--- config.mk ---
export PLATFORM = sky130hd
export DESIGN_NAME = nonce_tx_queue
export DESIGN_NICKNAME = d
export VERILOG_FILES = /design/src/rtl/nonce_tx_queue.sv
export SDC_FILE = /design/constraint.sdc
export NUM_CORES = 1
export LEC_CHECK = 0
export ABC_CLOCK_PERIOD_IN_PS = 16800
export CAP_MARGIN = 20
export CELL_PAD_IN_SITES_DETAIL_PLACEMENT = 1
export CELL_PAD_IN_SITES_GLOBAL_PLACEMENT = 2
export CORE_MARGIN = 5
export CORE_UTILIZATION = 47
export DETAILED_ROUTE_END_ITERATION = 8
export PLACE_DENSITY_LB_ADDON = 0.2
export SETUP_SLACK_MARGIN = 0.2
export SYNTH_ARGS = -nofsm -noshare
export SYNTH_HDL_FRONTEND = slang
export SYNTH_SLANG_ARGS = --single-unit
export TNS_END_PERCENT = 20
--- constraint.sdc ---
create_clock -name clk -period 16.8 [get_ports clk]
set_input_delay 3.36 -clock clk [delete_from_list [all_inputs] [get_ports clk]]
set_output_delay 3.36 -clock clk [all_outputs]
set_load 0.02 [all_outputs]
--- src/rtl/nonce_tx_queue.sv ---
// rtl/nonce_tx_queue.sv - golden nonce FIFO feeding the serial word transmitter
//
// Ports:
//   clk           system clock
//   rst           synchronous reset, active-low
//   golden_valid  one-cycle strobe, golden_nonce is valid
//   golden_nonce  32-bit nonce from the hashing core
//   load_flag     new-work indicator; every toggle flushes the queue
//   tx_busy       transmitter busy
//   tx_send       one-cycle registered send strobe
//   tx_word       word presented with tx_send, held until the next send
//   count         FIFO occupancy, 0..DEPTH
//   drop_cnt      nonces lost to a full FIFO, saturating at 255
module nonce_tx_queue #(
  parameter int DEPTH      = 8,
  parameter int ADDR_W     = 3,
  parameter int GAP_CYCLES = 16,
  parameter bit DEDUP      = 1'b1
) (
  input  logic              clk,
  input  logic              rst,
  input  logic              golden_valid,
  input  logic [31:0]       golden_nonce,
  input  logic              load_flag,
  input  logic              tx_busy,
  output logic              tx_send,
  output logic [31:0]       tx_word,
  output logic [ADDR_W:0]   count,
  output logic [7:0]        drop_cnt
);

  typedef enum logic [1:0] {IDLE, WAIT_HI, WAIT_LO, GAP} state_t;

  localparam int GAP_W = (GAP_CYCLES > 1) ? $clog2(GAP_CYCLES + 1) : 1;
  localparam logic [GAP_W-1:0]  GAP_LOAD = GAP_W'(GAP_CYCLES);
  localparam logic [ADDR_W:0]   DEPTH_C  = (ADDR_W + 1)'(DEPTH);

  logic [31:0]       mem [DEPTH];
  logic [ADDR_W-1:0] wptr;
  logic [ADDR_W-1:0] rptr;
  logic              load_flag_q;
  logic [31:0]       last_nonce;
  logic              last_valid;
  state_t            state;
  logic [GAP_W-1:0]  gap_cnt;
  logic [1:0]        hi_cnt;

  logic flush;
  logic full;
  logic dup;
  logic pop;
  logic push;
  logic overflow;

  always_comb begin
    flush    = load_flag ^ load_flag_q;
    full     = (count == DEPTH_C);
    dup      = DEDUP && last_valid && (golden_nonce == last_nonce);
    // Popping is the IDLE send decision; it is suppressed while flushing so a
    // stale head entry is never sent.
    pop      = (state == IDLE) && (count != '0) && !tx_busy && !flush;
    // A pop in the same cycle frees the slot, so a full FIFO still accepts.
    push     = !flush && golden_valid && !dup && (!full || pop);
    overflow = !flush && golden_valid && !dup && full && !pop;
  end

  // Storage has no reset; validity is tracked by the pointers and count.
  always_ff @(posedge clk) begin
    if (push) begin
      mem[wptr] <= golden_nonce;
    end
  end

  always_ff @(posedge clk) begin
    if (!rst) begin
      wptr        <= '0;
      rptr        <= '0;
      count       <= '0;
      drop_cnt    <= '0;
      load_flag_q <= 1'b0;
      last_nonce  <= '0;
      last_valid  <= 1'b0;
      state       <= IDLE;
      gap_cnt     <= '0;
      hi_cnt      <= '0;
      tx_send     <= 1'b0;
      tx_word     <= '0;
    end else begin
      load_flag_q <= load_flag;
      tx_send     <= 1'b0;

      if (flush) begin
        wptr       <= '0;
        rptr       <= '0;
        count      <= '0;
        last_valid <= 1'b0;
      end else begin
        if (push) begin
          wptr       <= wptr + ADDR_W'(1);
          last_nonce <= golden_nonce;
          last_valid <= 1'b1;
        end
        if (pop) begin
          rptr <= rptr + ADDR_W'(1);
        end
        case ({push, pop})
          2'b10:   count <= count + (ADDR_W + 1)'(1);
          2'b01:   count <= count - (ADDR_W + 1)'(1);
          default: ;
        endcase
      end

      if (overflow && (drop_cnt != 8'hFF)) begin
        drop_cnt <= drop_cnt + 8'd1;
      end

      // The FSM is deliberately not touched by flush: a word already handed
      // to the transmitter still has to complete its busy/gap sequence.
      case (state)
        IDLE: begin
          if (pop) begin
            tx_send <= 1'b1;
            tx_word <= mem[rptr];
            hi_cnt  <= '0;
            state   <= WAIT_HI;
          end
        end
        WAIT_HI: begin
          if (tx_busy) begin
            state <= WAIT_LO;
          end else if (hi_cnt == 2'd3) begin
            // Transmitter never acknowledged; give up on the word.
            state   <= GAP;
            gap_cnt <= GAP_LOAD;
          end else begin
            hi_cnt <= hi_cnt + 2'd1;
          end
        end
        WAIT_LO: begin
          if (!tx_busy) begin
            state   <= GAP;
            gap_cnt <= GAP_LOAD;
          end
        end
        GAP: begin
          if (gap_cnt == '0) begin
            state <= IDLE;
          end else begin
            gap_cnt <= gap_cnt - GAP_W'(1);
          end
        end
        default: state <= IDLE;
      endcase
    end
  end

endmodule

---- Word level (Yosys, flattened, before mapping) ----
Memory sizes are Yosys's and may differ from the RTL's. A register that Yosys moved wholly into a read port is not among the register bits.
Cells that the tools add are included.
word-level totals
  output and inout port bits .............. 45
  memory bits (writable) .................. 256
  bits in latches ......................... 0
  flip-flop bits (word level) ............. 62
  logic and storage cells ................. 88
  memories kept ........................... 1
  ROM bits ................................ 0
  input port bits ......................... 37
cells by class
  equal/unequal tests ..................... 17
  order comparisons ....................... 0
  shift operators ......................... 0
  add/subtract/negate cells ............... 7
  bitwise operators ....................... 3
  mux-type cells .......................... 19
  reductions and logical operators ........ 30
  multiply operators ...................... 0
  divide/modulo/power cells ............... 0
memories
  memory  depth  width  read ports  clocked after Yosys merged registers in  write ports  line  text
  mem     8      32     1           1                                        1            38    logic [31:0] mem [DEPTH];
operators with widths
  operator               number
  $eq A32 B32 Y1         1
  $mux W5                4
  $mux W2                8
  $pmux W5 S3            1
  $ne A2 B2 Y1 const B   7
  $logic_and A1 B1 Y1    10
  $add A8 B1 Y8 const B  1
  $eq A2 B2 Y1 const B   4
  $ne A8 B8 Y1 const B   1
  $pmux W2 S4            1
  $pmux W4 S2            1
  $reduce_and A4 Y1      2
  $add A3 B1 Y3 const B  2
  $logic_not A1 Y1       6
  $reduce_and A2 Y1      3
  $logic_not A5 Y1       1
  $reduce_and A5 Y1      1
  $sub A5 B1 Y5 const B  1
  $add A4 B1 Y4 const B  1
  $eq A2 B1 Y1 const B   2
  $eq A4 B4 Y1 const B   1
  $pmux W2 S2            1
  $reduce_bool A2 Y1     2
  $reduce_bool A4 Y1     1
  10 further kinds       13

---- Logic depth before layout (Yosys ltp) ----
Gate-level depths: netlist of run 1.
  depth after elaboration ................. 8
  gate-level depth with buffers ........... 15
  depth with buffers taken out ............ 13

---- Least setup slack after synthesis of run 1 ----
OpenSTA, ideal clock, no wires.
  path kind ............................... input to register
  start point ............................. input tx_busy
  end point ............................... memory mem[4][0] (enable)
  setup slack ............................. 9.238 ns
  arrival time ............................ 7.095 ns
  library setup time ...................... 0.468 ns
  buffers on the path ..................... 3
  cell stages on the path ................. 7
  data required time ...................... 16.332 ns
  path through ............................ clkbuf_1 or3_1 buf_4 and3_4 buf_6 or3_4 nor3b_1
between the ends
  cells in the longest elaborated chain, start to end .. 7
RTL lines
  what                               line  text
  start, declared                    25    input logic tx_busy,
  $logic_not A1 Y1                   n/a
  $logic_and A1 B1 Y1 (2 in series)  61    pop = (state == IDLE) && (count != '0) && !tx_busy && !flush;
  $logic_or A1 B1 Y1                 63    push = !flush && golden_valid && !dup && (!full || pop);
  $logic_and A1 B1 Y1                63
  $mux W1                            69    if (push) begin
  $mux W1 (not written as such)      70    mem[wptr] <= golden_nonce;
  end, declared                      38
Every way passes these cells.

---- Worst setup path after layout of run 1 ----
  start point ............................. input golden_nonce[21]
  end point ............................... register count[3]
between the ends
  cells in the longest elaborated chain, start to end .. 7
  elaborated cells on any way between the ends .. 9
  those cells by class .................... eq/ne: 3; mux: 1; reduce/logical: 5
RTL lines
  what                                               line  text
  start, declared                                    23    input logic [31:0] golden_nonce,
  $eq A32 B32 Y1 (*)                                 58    dup = DEDUP && last_valid && (golden_nonce == last_nonce);
  $logic_and A1 B1 Y1 (*)                            58
  $logic_not A1 Y1 (*)                               63
  $logic_and A1 B1 Y1 (*) (2 in series)              63
  $eq A2 B1 Y1 or $eq A2 B2 Y1 (tied branches)       106   case ({push, pop})
  $pmux W4 S2 or $reduce_bool A2 Y1 (tied branches)  n/a
  end signal, assigned                               107   2'b10: count <= count + (ADDR_W + 1)'(1);
  end signal, assigned                               108   2'b01: count <= count - (ADDR_W + 1)'(1);
  end, declared                                      28    output logic [ADDR_W:0] count,
Mark *: on every way between the ends. The rest lies on a longest branch, timed or not.
A chain may end at the register's enable or synchronous reset.

==> results.ini, run 1 <==
[cts]
clock_path_buffers=3
clock_latency_ns=0.52
root_buffer=clkbuf_16
cts_buffers=37
cts_tree=yes
cts_resized=0
clkSlewWorstSetupHoldPaths_ns=0.05
cts_max_level=2
hold_buffers=0
cts_num_sinks=350
post_cts_buffers=0

[cells_and_area]
fill_cells=2799
fin_util_pct=55.5
drive_above_1_share_pct=15.4
fin_cells=1382
fin_nets=1015
area_growth_pct=17.3

[worst_setup_path]
cp_slowest_cell=a31o_2
critical_path_class=in -> reg
slowest_delay_ns=0.87
crit_arrival_ns=7.48
critPathLaunchType=input pin
r2r_cells=13
path_cells=clkdlybuf4s50_1 -> xnor2_1 -> nand4_1 -> nor4_1 -> a31o_2 -> nand2_1 -> inv_1 -> ha_1 -> a21o_1 -> a21oi_1 -> inv_1 -> nor4_1 -> mux2i_1 -> a31oi_1
cp_max_fo=49
required_ns=17.22
cp-end-kind=flop

[synthesis]
synthArstFlopShare_pct=0
synth_cell_types=53
synth_fa_ha_area_share_pct=1.31
synth_top_cell_by_area=edfxtp_1
yosys.area_share.simple_pct=5.70
synth-xor-area-share_pct=2.38
synth-edff-count=256
syn-num-nets=935
synth-main-ff-cell=edfxtp_1
netlist_instances=884
synth_mux_area_share_pct=13.5
ys_ff_latch=350
synth_common_cells=256 x edfxtp_1, 94 x dfxtp_1, 64 x mux4_2
yosys_warnings=0
ys_seq_area_share_pct=68.6
synth_area_leaders=edfxtp_1 55%, dfxtp_1 13%, mux4_2 10%
synth_compound_area_share_pct=6.42
synth_area_sq_mm=0.0139
yosysMostFrequentCell=edfxtp_1
avgSynthCellArea_sq_um=15.8
synth_top_family_by_area=multiplexers
synth_top_area_share_pct=55.1

[power]
vdd_drop_max_mv=0.0765
p_leak_uw=0.00503
p_clk_share_pct=42.5
power_density_mw_per_mm2=113
internal_power_uw=1450
combPwrFrac_pct=5.8
switchingPower_uw=392
power_switching_share_pct=21.3
seqPwrFrac_pct=51.6

[die]
rows=63
die-area_sq_mm=0.0332
core_sq_mm=0.0295
initial_core_util_pct=47.3
die_w_microns=182
io_pins=82
chipHeight_microns=182

[global_route]
grt_max_degree=79
grt_pass1_wl_mm=51.8
antenna_found_initial=0
grt_pass1_vias=8833
grt_use_total_pct=20.0
overflow=0

[detailed_routing]
drt_iter0_drc=448
drcViolationCount=0
drtAntennaViolNets=0
drt_pass1_iterations=4
viasPerCell=5.72
routed_wl_mm=32.7
route.vias.total=7909
wl_per_cell_microns=23.7

[sta]
fmax_ghz=0.142
rsz0062_at_grt=false
worst_slew_pin_slew_ns=1.04
final.setup.tns_ns=0
fin_skew_ns=0.0304
period_minus_slack_ns=7.06
finalSetupViolations=0
slew_headroom_pct=30.6
final_max_slew_viol_count=0
period_share_pct=42.0
hold_viol=0

[placement]
place.port_buffers=81
hpwl_mm=19.3
gp_congestion=0.764
place_inst=1315

[flow_run]
drv_cap=0

[min_path]
min_path_type=reg -> reg
whs_path_depth=1

[run_status]
outcome=complete, no violations

==> per-stage QoR <==
step	worst slack [ns]	cell area, sq um	hold WS [ns]	power [uW]
6_report	9.74	16400	0.466	1840
5_1_grt	9.27	16400	0.505	1910
4_1_cts	9.71	16400	0.468	1860
3_5_place_dp	9.22	15200	0.455	1080
3_3_place_gp	9.45	15200	0.449	1070
2_1_floorplan	9.24	13900	0.440	1030
==> cell usage in the layout (no fill, tap or decap), drive strengths merged, types with 2 or more instances in the layout <==
| cell | n |
|---|---|
| clkbuf | 53 |
| ha | 13 |
| mux4 | 64 |
| o21bai | 2 |
| nand2b | 5 |
| nor2b | 3 |
| edfxtp | 256 |
| or4 | 4 |
| xor2 | 2 |
| dfxtp | 94 |
| a211oi | 32 |
| mux2i | 42 |
| or3 | 5 |
| o21ai | 43 |
| nand4 | 8 |
| nor3 | 7 |
| clkinv | 11 |
| buf | 15 |
| clkdlybuf4s50 | 81 |
| nor2 | 51 |
| a31o | 2 |
| inv | 13 |
| bufinv | 2 |
| o31ai | 4 |
| a31oi | 5 |
| nand3 | 42 |
| nor4 | 6 |
| nand2 | 20 |
| a21oi | 45 |
| xnor2 | 35 |
| nor3b | 4 |
| mux2 | 2 |
| o21a | 4 |
| o41ai | 2 |
==> layer usage <==
layer	routed length, microns	share of wire [%]	global-route usage [%]	vias to the layer above
li1	-	-	-	3609
met1	14000	43	26.5	4095
met2	16900	52	35.2	165
met3	1260	3.8	2.79	40
met4	565	1.7	4.74	0
met5	0	0	0	-
==> flip-flops by register name, indices dropped and copies added (netlist names) <==
signal	flops
last_valid	1
mem	256
drop_cnt	8
gap_cnt	5
count	4
last_nonce	32
wptr	3
hi_cnt	2
tx_word	32
tx_send	1
state	2
load_flag_q	1
rptr	3
==> worst paths after layout <==
kind	start	end	slack, ns
min reg2reg	last_valid	last_valid	0.47
max	golden_nonce[21]	count[3]	9.74
max reg2reg	last_nonce[29]	count[3]	12.93
min	last_valid	last_valid	0.47
==> layout make-up <==
cell class                      instances  area [sq um]  area share, %
Clock buffer                           53          1050           6.40
Timing Repair Buffer                   96           923           5.64
Tap cell                              390           488           2.98
Sequential cell                       350          9580           58.5
Antenna cell                            1          2.50         0.0153
Inverter                               13          48.8          0.298
Multi-Input combinational cell        466          4150           25.4
Clock inverter                         13           125          0.765
==> cell families (layout without fill, tap and decap cells) <==
family	count (synthesis)	after routing
simple gates	160	160
xor+xnor	37	37
flops	350	350
buf+inv	68	175
fa+ha+maj	14	14
compound gates	147	147
other cells	0	1
mux	108	108
==> critical path: cells and delay by family <==
kind	cells	cell delay, ns
AND/OR/NAND/NOR	4	1.13
XOR/XNOR	1	0.19
buffers and inverters	3	0.96
adder cells (fa/ha/maj)	1	0.23
AO/OA/AOI/OAI	4	1.47
multiplexers	1	0.11
==> power by group through the flow <==
stage	Combinational (uW)	Clock, uW	Sequential (uW)
finish	107	783	951
global route	118	840	952
CTS	109	803	951
detailed placement	108	0	970
global placement	104	0	968
floorplan	59.3	0	971
No activity file was read; power rests on OpenSTA's default activity.
==> run 2: changes to the inputs <==
ABC_CLOCK_PERIOD_IN_PS = 5840   (was 16800)
CORE_UTILIZATION = 40   (was 47)
clock period = 5.84 ns   (was 16.8 ns; I/O delays follow)
==> results.ini, run 2 (same netlist as run 1, synthesis figures left out) <==
[worst_setup_path]
cpMostUsedCell=inv_1
reg2reg_from=state[0]
cp_slowest_cell=clkdlybuf4s50_1
critical_path_class=in -> reg
cp-end-kind=flop
r2r_end=mem[0][10]
path_cells=clkdlybuf4s50_1 -> xnor2_1 -> nand4_1 -> nor3_1 -> a31o_2 -> nand2_1 -> inv_1 -> ha_1 -> a21o_1 -> a21oi_1 -> inv_1 -> nor4_1 -> mux2i_1 -> a31oi_1
required_ns=6.29  ; -10.93 ns
crit_arrival_ns=4.80  ; -2.68 ns
cp-startpoint=golden_nonce[20]
critPathLaunchType=input pin
cp_max_fo=18  ; -63%
r2r_cells=8  ; -5
r2r_slack_ns=2.39  ; -10.54 ns
slowest_delay_ns=0.66  ; -0.21 ns

[cells_and_area]
fin_cells=1463  ; +5.9%
largestRegisters=mem x256, last_nonce x32, tx_word x32
largest-register=mem
most-common-layout-cells=256 x edfxtp_1, 91 x dfxtp_1, 81 x clkdlybuf4s50_1, 64 x mux4_2, 49 x nor2_1
insertedDiodeCount=0  ; -1
final_common_cell=edfxtp_1
fin_nets=1028  ; +1.3%
largest_reg_flops=256  ; unchanged
drive_above_1_share_pct=17.1  ; +1.6 points
area_growth_pct=19.5

[flow_run]
drv_cap=0  ; unchanged

[die]
die-area_sq_mm=0.0387  ; +16%
chipHeight_microns=197  ; +7.9%
rows=68  ; +7.9%
core_sq_mm=0.0345  ; +17%
io_pins=82  ; unchanged
initial_core_util_pct=40.5  ; -6.8 points
die_w_microns=197  ; +7.9%

[sta]
rsz0062_at_grt=false
final.setup.tns_ns=0  ; unchanged
slew_headroom_pct=35.9  ; +5.3 points
finalSetupViolations=0  ; unchanged
period_minus_slack_ns=4.36
whs_ns=0.466  ; -0.000132 ns
worst_slew_pin_slew_ns=0.961  ; -0.0794 ns
hold_viol=0  ; unchanged
period_share_pct=74.6
final_max_slew_viol_count=0  ; unchanged
fin_skew_ns=0.0115  ; -0.0189 ns
fmax_ghz=0.230

[cts]
cts_max_level=2  ; unchanged
clock_path_buffers=3  ; unchanged
post_cts_buffers=0  ; unchanged
root_buffer=clkbuf_16
hold_buffers=0  ; unchanged
cts_buffers=39  ; +5.4%
cts_num_sinks=350  ; unchanged
cts_resized=0  ; unchanged
clkSlewWorstSetupHoldPaths_ns=0.06  ; about the same
clock_latency_ns=0.53  ; about the same
cts_tree=yes

[power]
power_density_mw_per_mm2=328  ; +190%
p_leak_uw=0.00514  ; +2.2%
vdd_drop_max_mv=0.202  ; +160%

[global_route]
use_met3_pct=2.79  ; -0.0042 points
grt_pass1_vias=8384  ; -5.1%
grt_util_met2_pct=28.2  ; -7.0 points
busiest_layer=met2
grt_pass1_wl_mm=51.4  ; -0.64%
antenna_found_initial=1  ; +1
grt_use_total_pct=17.2  ; -2.8 points
grt_max_degree=70  ; -11%
gr-usage-met1_pct=24.5  ; -2.0 points
overflow=0  ; unchanged

[placement]
place_inst=1391  ; +5.8%
place.port_buffers=81  ; unchanged
hpwl_mm=19.9  ; +2.7%
gp_congestion=0.743  ; -2.8%

[detailed_routing]
routed_wl_mm=32.9  ; +0.55%
drtAntennaViolNets=0  ; unchanged
route.vias.total=7912  ; +0.038%
drcViolationCount=0  ; unchanged
viasPerCell=5.41  ; -5.5%
wl_per_cell_microns=22.5  ; -5.0%
drt_pass1_iterations=4  ; unchanged
drt_iter0_drc=415  ; -7.4%

[min_path]
worstHoldEndpoint=last_valid
min_path_type=reg -> reg
whs_path_depth=1  ; unchanged
min_from=last_valid

[run_status]
outcome=complete, no violations

[run 2: per-stage QoR]
step	util (%)	setup slack, ns	area, sq um	power (uW)
floorplan	-	0.470	13900	2960
global placement	44.6	0.992	15400	3100
detailed placement	44.6	0.906	15400	3110
CTS	48.3	1.44	16700	5520
global route	48.3	1.25	16700	5660
finish	48.3	1.48	16700	5460
[run 2: worst max-delay path by stage]
stage / endpoint / slack [ns] / depth (start not counted)
floorplan: mem[4][0] / 0.47 / 7
finish: count[3] / 1.48 / 14
detailed placement: count[3] / 0.91 / 14
global route: count[3] / 1.25 / 14
CTS: count[3] / 1.44 / 14
global placement: count[3] / 0.99 / 14
[run 2: final cells by class]
| cell class | count | area (sq um) |
|---|---|---|
| flip-flops and latches | 350 | 9580 |
| fillers | 3309 | 17800 |
| repair buffers | 107 | 1030 |
| clock buffers | 54 | 1120 |
| multi-input cells | 466 | 4160 |
| well taps | 455 | 569 |
| inverters | 13 | 48.8 |
| clock inverters | 18 | 153 |
[run 2: layer usage]
metal | up-vias | part of all wire (%)
met1 | 4090 | 46
met5 | - | 0.021
li1 | 3646 | -
met4 | 2 | 1.3
met2 | 136 | 49
met3 | 38 | 4.0
[run 2: where the power goes]
| part | internal, uW | total [uW] | switching, uW |
|---|---|---|---|
| Combinational | 125 | 315 | 189 |
| Clock | 1440 | 2410 | 969 |
| Sequential | 2710 | 2740 | 25.1 |
| Total | 4270 | 5460 | 1180 |
[run 2: critical path: cells and delay by family]
kind                     cells  cell delay, ns
AO/OA/AOI/OAI                4            1.05
XOR/XNOR                     1            0.42
adder cells (fa/ha/maj)      1            0.22
buffers and inverters        3            0.86
multiplexers                 1            0.11
AND/OR/NAND/NOR              4            0.96
==> patch 1: new RTL, settings of run 1 <==
`DEDUP`: 1'b1 -> 1'b0.
--- a/src/rtl/nonce_tx_queue.sv
+++ b/src/rtl/nonce_tx_queue.sv
@@ -15,7 +15,7 @@
   parameter int DEPTH      = 8,
   parameter int ADDR_W     = 3,
   parameter int GAP_CYCLES = 16,
-  parameter bit DEDUP      = 1'b1
+  parameter bit DEDUP      = 1'b0
 ) (
   input  logic              clk,
   input  logic              rst,
Function: changed (Yosys sat finds a counterexample within 4 cycles, from zero or initial values and one cycle with rst low).
==> patch 1 against run 1 <==
Area after synthesis fell by 12%; design area fell by 11%; first-iteration DRC count rose by 0.22%; sequential share of layout area rose by 2.7 points; power fell by 9.3%; worst hold slack improved by 0.040 ns; sequential cell count fell by 33; synthesized cell count fell by 23%; via count fell by 18%; register-to-register slack improved by 0.42 ns; wire length fell by 22%; setup slack improved by 0.78 ns; critical path type unchanged.
==> patch 1: results (changes against run 1) <==
Finish
The net count of the finished layout is 820 (was 1015). The proportion of layout cells with a drive suffix above 1 was 0.176 (was 0.154). Registers with the most flip-flops: mem x256, tx_word x32, drop_cnt x8 (was mem x256, last_nonce x32, tx_word x32). The count of inserted antenna diode cells is 0 (was 1).

Placement
The cell area reported after detailed placement is 13400 um2 (was 15200 um2). The HPWL after detailed placement is 14700 um (was 19300 um). The routability-driven placement congestion ratio is 0.716 (was 0.764). The total placed cells including tap cells is 1067 (was 1315). The worst setup slack after placement is 10.06 ns (was 9.22 ns).

Drt
The per-cell via count in the routed design is 5.71 (was 5.72). The overall routed net length is 25600 um (was 32700 um). The routed length on met1 is 11000 um (was 14000 um). The initial detailed-routing violation count is 449 (was 448). The amount of wire on met2 after detailed routing came to 13100 um (was 16900 um). The detail-routed net length per standard cell came to 22.6 um (was 23.7 um).

The wire length on met3 was 1030 um (was 1260 um).

Yosys
The post-synth net total is 728 (was 935). The post-synthesis average cell area is 18.0 um2 (was 15.8 um2). The share of the yosys chip area belonging to registers is 0.729 (was 0.686). The number of distinct library cell variants in the gate-level netlist after synthesis came to 44 (was 53). Top post-synthesis cells by area: sky130_fd_sc_hd__edfxtp_1, sky130_fd_sc_hd__mux4_2, sky130_fd_sc_hd__dfxtp_1 (was sky130_fd_sc_hd__edfxtp_1, sky130_fd_sc_hd__dfxtp_1, sky130_fd_sc_hd__mux4_2).

Global routing
The global router's overall resource usage is 0.179 (was 0.200). The number of global-route vias before repair is 6944 (was 8833). The first-pass GRT wire length is 40700 um (was 51800 um). The largest net degree at the start of global routing is 67 (was 79).

Worst setup path
The critical path arrival is 6.38 ns (was 7.48 ns). The largest driver fanout on the critical path is 32 (was 49). The cell type of the slowest stage on the worst timing path is sky130_fd_sc_hd__nor2_4 (was sky130_fd_sc_hd__a31o_2). The launching instance or port of the critical path is load_flag (was golden_nonce[21]).

The longest individual stage delay on the worst path is 0.85 ns (was 0.87 ns).

Run status
Result of the run: finished, final reports clean (unchanged).

Clock network
The number of buffers created by CTS came to 35 (was 37).

Power
The highest ir drop seen on vdd is 0.0620 mV (was 0.0765 mV).

STA
The final clock skew is 0.0164 ns (was 0.0304 ns).
patch 1: cell count changes in the layout (fill, tap and decap cells not counted), moves of 5 or more:
cell and delta:
sky130_fd_sc_hd__buf_4 -8, sky130_fd_sc_hd__mux2i_1 -5, sky130_fd_sc_hd__xnor2_1 -31, sky130_fd_sc_hd__nor2_1 -39, sky130_fd_sc_hd__a211oi_1 -32, sky130_fd_sc_hd__nand3_1 -31
sky130_fd_sc_hd__nand4_1 -5, sky130_fd_sc_hd__nand2_1 -6, sky130_fd_sc_hd__dfxtp_1 -33
patch 1: power by group:
part	internal (mW)	switching, mW	total, mW
sequential	0.859	0.00596	0.865
combinational	0.0320	0.0461	0.0781
clock	0.434	0.294	0.728
total	1.33	0.346	1.67
patch 1: cells by family (layout without fill, tap and decap cells):
family                     count (synthesis)  count (layout)  synth area share
AOI/OAI and AO/OA                        115             115            0.0536
and+or+nand+nor                           81              81            0.0362
DFF                                      317             317             0.729
buffers and inverters                     46             163            0.0154
muxes                                    101             101             0.148
adders and majority gates                 12              12            0.0123
xor gates and xnor gates                   7               7           0.00502
patch 1: metal layers:
layer / up-vias / track usage
li1: 2921 / -
met1: 3374 / 0.244
met2: 131 / 0.307
met3: 36 / 0.0294
met4: 0 / 0.0393
met5: - / 0
patch 1: final cells by class:
cell class              count  area, um2  share of cell area
flip-flops and latches    317       8920               0.613
multi-input cells         316       3170               0.218
clock buffers              45        955              0.0656
repair buffers             90        906              0.0622
well taps                 335        419              0.0288
clock inverters            17        150              0.0103
inverters                  11       41.3             0.00284
patch 1: critical path, delay by kind of cell:
family,cells,cell delay (ns)
compound gates,1,0.52
simple gates,2,1.38
xor+xnor,1,0.63
buf+inv,1,0.48
patch 1: worst paths after layout:
check          endpoint  slack [ns]  cells past startpoint
min reg2reg  gap_cnt[4]        0.51                      2
max reg2reg   mem[5][4]       13.35                      6
min          gap_cnt[4]        0.51                      2
max           mem[5][4]       10.52                      5
==> patch 2: new RTL, config.mk and constraints of run 1 <==
Without the edit above. Re-encode `state_t` (4 states) as one-hot, 4 bits wide.
--- a/src/rtl/nonce_tx_queue.sv
+++ b/src/rtl/nonce_tx_queue.sv
@@ -29,7 +29,7 @@
   output logic [7:0]        drop_cnt
 );
 
-  typedef enum logic [1:0] {IDLE, WAIT_HI, WAIT_LO, GAP} state_t;
+  typedef enum logic [3:0] {IDLE = 4'b0001, WAIT_HI = 4'b0010, WAIT_LO = 4'b0100, GAP = 4'b1000} state_t;
 
   localparam int GAP_W = (GAP_CYCLES > 1) ? $clog2(GAP_CYCLES + 1) : 1;
   localparam logic [GAP_W-1:0]  GAP_LOAD = GAP_W'(GAP_CYCLES);
Formal check against the unedited RTL: same outputs for any inputs over 4 cycles, from zero or initial values and one cycle with rst low; so few cycles prove little.
==> patch 2 against run 1 <==
Clock skew is 0.013 ns lower; sequential power is 0.6% higher; sequential cell count is 2 higher; power is 0.75% higher; maximum frequency is 5.3% higher; wire length is 3.8% lower; design area is 0.47% lower; setup slack better by 0.36 ns; global-route usage is 0.56 points lower; area after synthesis is 1.1% lower; highest routed layer is now met5.
==> patch 2: results (changes against run 1) <==
Yosys
The compound-gate portion of the synthesized area is 0.0522 (was 0.0642). The post-synth net total is 902 (was 935). Top post-synthesis cells by area: sky130_fd_sc_hd__edfxtp_1, sky130_fd_sc_hd__dfxtp_1, sky130_fd_sc_hd__mux4_2 (unchanged). The portion of netlist area occupied by mux cells is 0.132 (was 0.135).

The share of the yosys chip area belonging to registers is 0.697 (was 0.686). The share of the synthesized netlist area taken by xor and xnor gates was 0.0279 (was 0.0238).

Finish
The net count of the finished layout came to 994 (was 1015). The fraction of standard cell area in multi-input logic came to 0.244 (was 0.254). The number of logic inverters in the finished layout is 10 (was 13). The number of clock-tree buffers in the layout was 48 (was 53). The final-layout fill cell count is 2680 (was 2799). The clock network contribution to total cell area came to 0.0738 (was 0.0717).

The number of combinational gates with multiple inputs is 444 (was 466). The register fraction of the total cell area is 0.591 (was 0.585).

Placement
The cell area reported after detailed placement is 15100 um2 (was 15200 um2). The total placed cells including tap cells is 1292 (was 1315). The HPWL after detailed placement was 18800 um (was 19300 um).

The worst setup slack after placement is 9.62 ns (was 9.22 ns).

Worst setup path
The largest driver fanout on the critical path was 10 (was 49). The critical path arrival is 7.12 ns (was 7.48 ns). The length in cells of the worst reg-to-reg path came to 7 (was 13).

The startpoint of the worst register-to-register path was state[0] (was last_nonce[29]). The worst reg2reg path endpoint is mem[7][0] (was count[3]). The launching instance or port of the critical path is golden_nonce[16] (was golden_nonce[21]).

Floorplan
The horizontal die dimension is 181 um (was 182 um).

Drt
The detail-routed net length per standard cell came to 23.1 um (was 23.7 um). The detailed-router iteration count before antenna repair is 6 (was 4). The initial detailed-routing violation count was 335 (was 448).

Run status
Result of the run: finished, final reports clean (unchanged).

Min path
The startpoint of the lowest-slack hold path is last_nonce[14] (was last_valid). The worst min-delay path endpoint is last_nonce[14] (was last_valid).

Power
The highest ir drop seen on vdd is 0.0682 mV (was 0.0765 mV). The total leakage power is 5.07 nW (was 5.03 nW).

Global routing
The first-pass GRT wire length is 49700 um (was 51800 um). The number of global-route vias before repair came to 8477 (was 8833). The initial antenna violation count is 1 (was 0).

The global router's overall resource usage is 0.194 (was 0.200).

STA
The final worst-path cycle share is 0.399 (was 0.420). The worst hold slack is 0.468 ns (was 0.466 ns). The final clock skew is 0.0178 ns (was 0.0304 ns).

Clock network
The number of buffers created by CTS is 38 (was 37). The TritonCTS sink count is 352 (was 350).
patch 2: cell types whose count changed after synthesis, moves of 6 or more:
cell,run 1,this run
sky130_fd_sc_hd__o21ai_0,42,8
sky130_fd_sc_hd__nand2_1,20,47
sky130_fd_sc_hd__buf_1,8,1
sky130_fd_sc_hd__xor2_1,1,8
sky130_fd_sc_hd__mux2i_1,42,36
patch 2: layer usage:
layer,GRT usage,part of all wire,vias to the layer above
li1,-,-,3495
met1,0.259,0.43,3989
met2,0.337,0.51,142
met3,0.0296,0.041,50
met4,0.0501,0.022,2
met5,0,0.00064,-
patch 2: power by group:
group | switching (mW) | internal, mW
sequential | 0.00976 | 0.947
combinational | 0.0597 | 0.0437
clock | 0.328 | 0.467
patch 2: kinds of logic after synthesis:
family                   Yosys count
flip-flops                       352
multiplexers                     101
XOR/XNOR                          43
AND/OR/NAND/NOR                  184
adder cells (fa/ha/maj)            9
AO/OA/AOI/OAI                    107
buffers and inverters             60
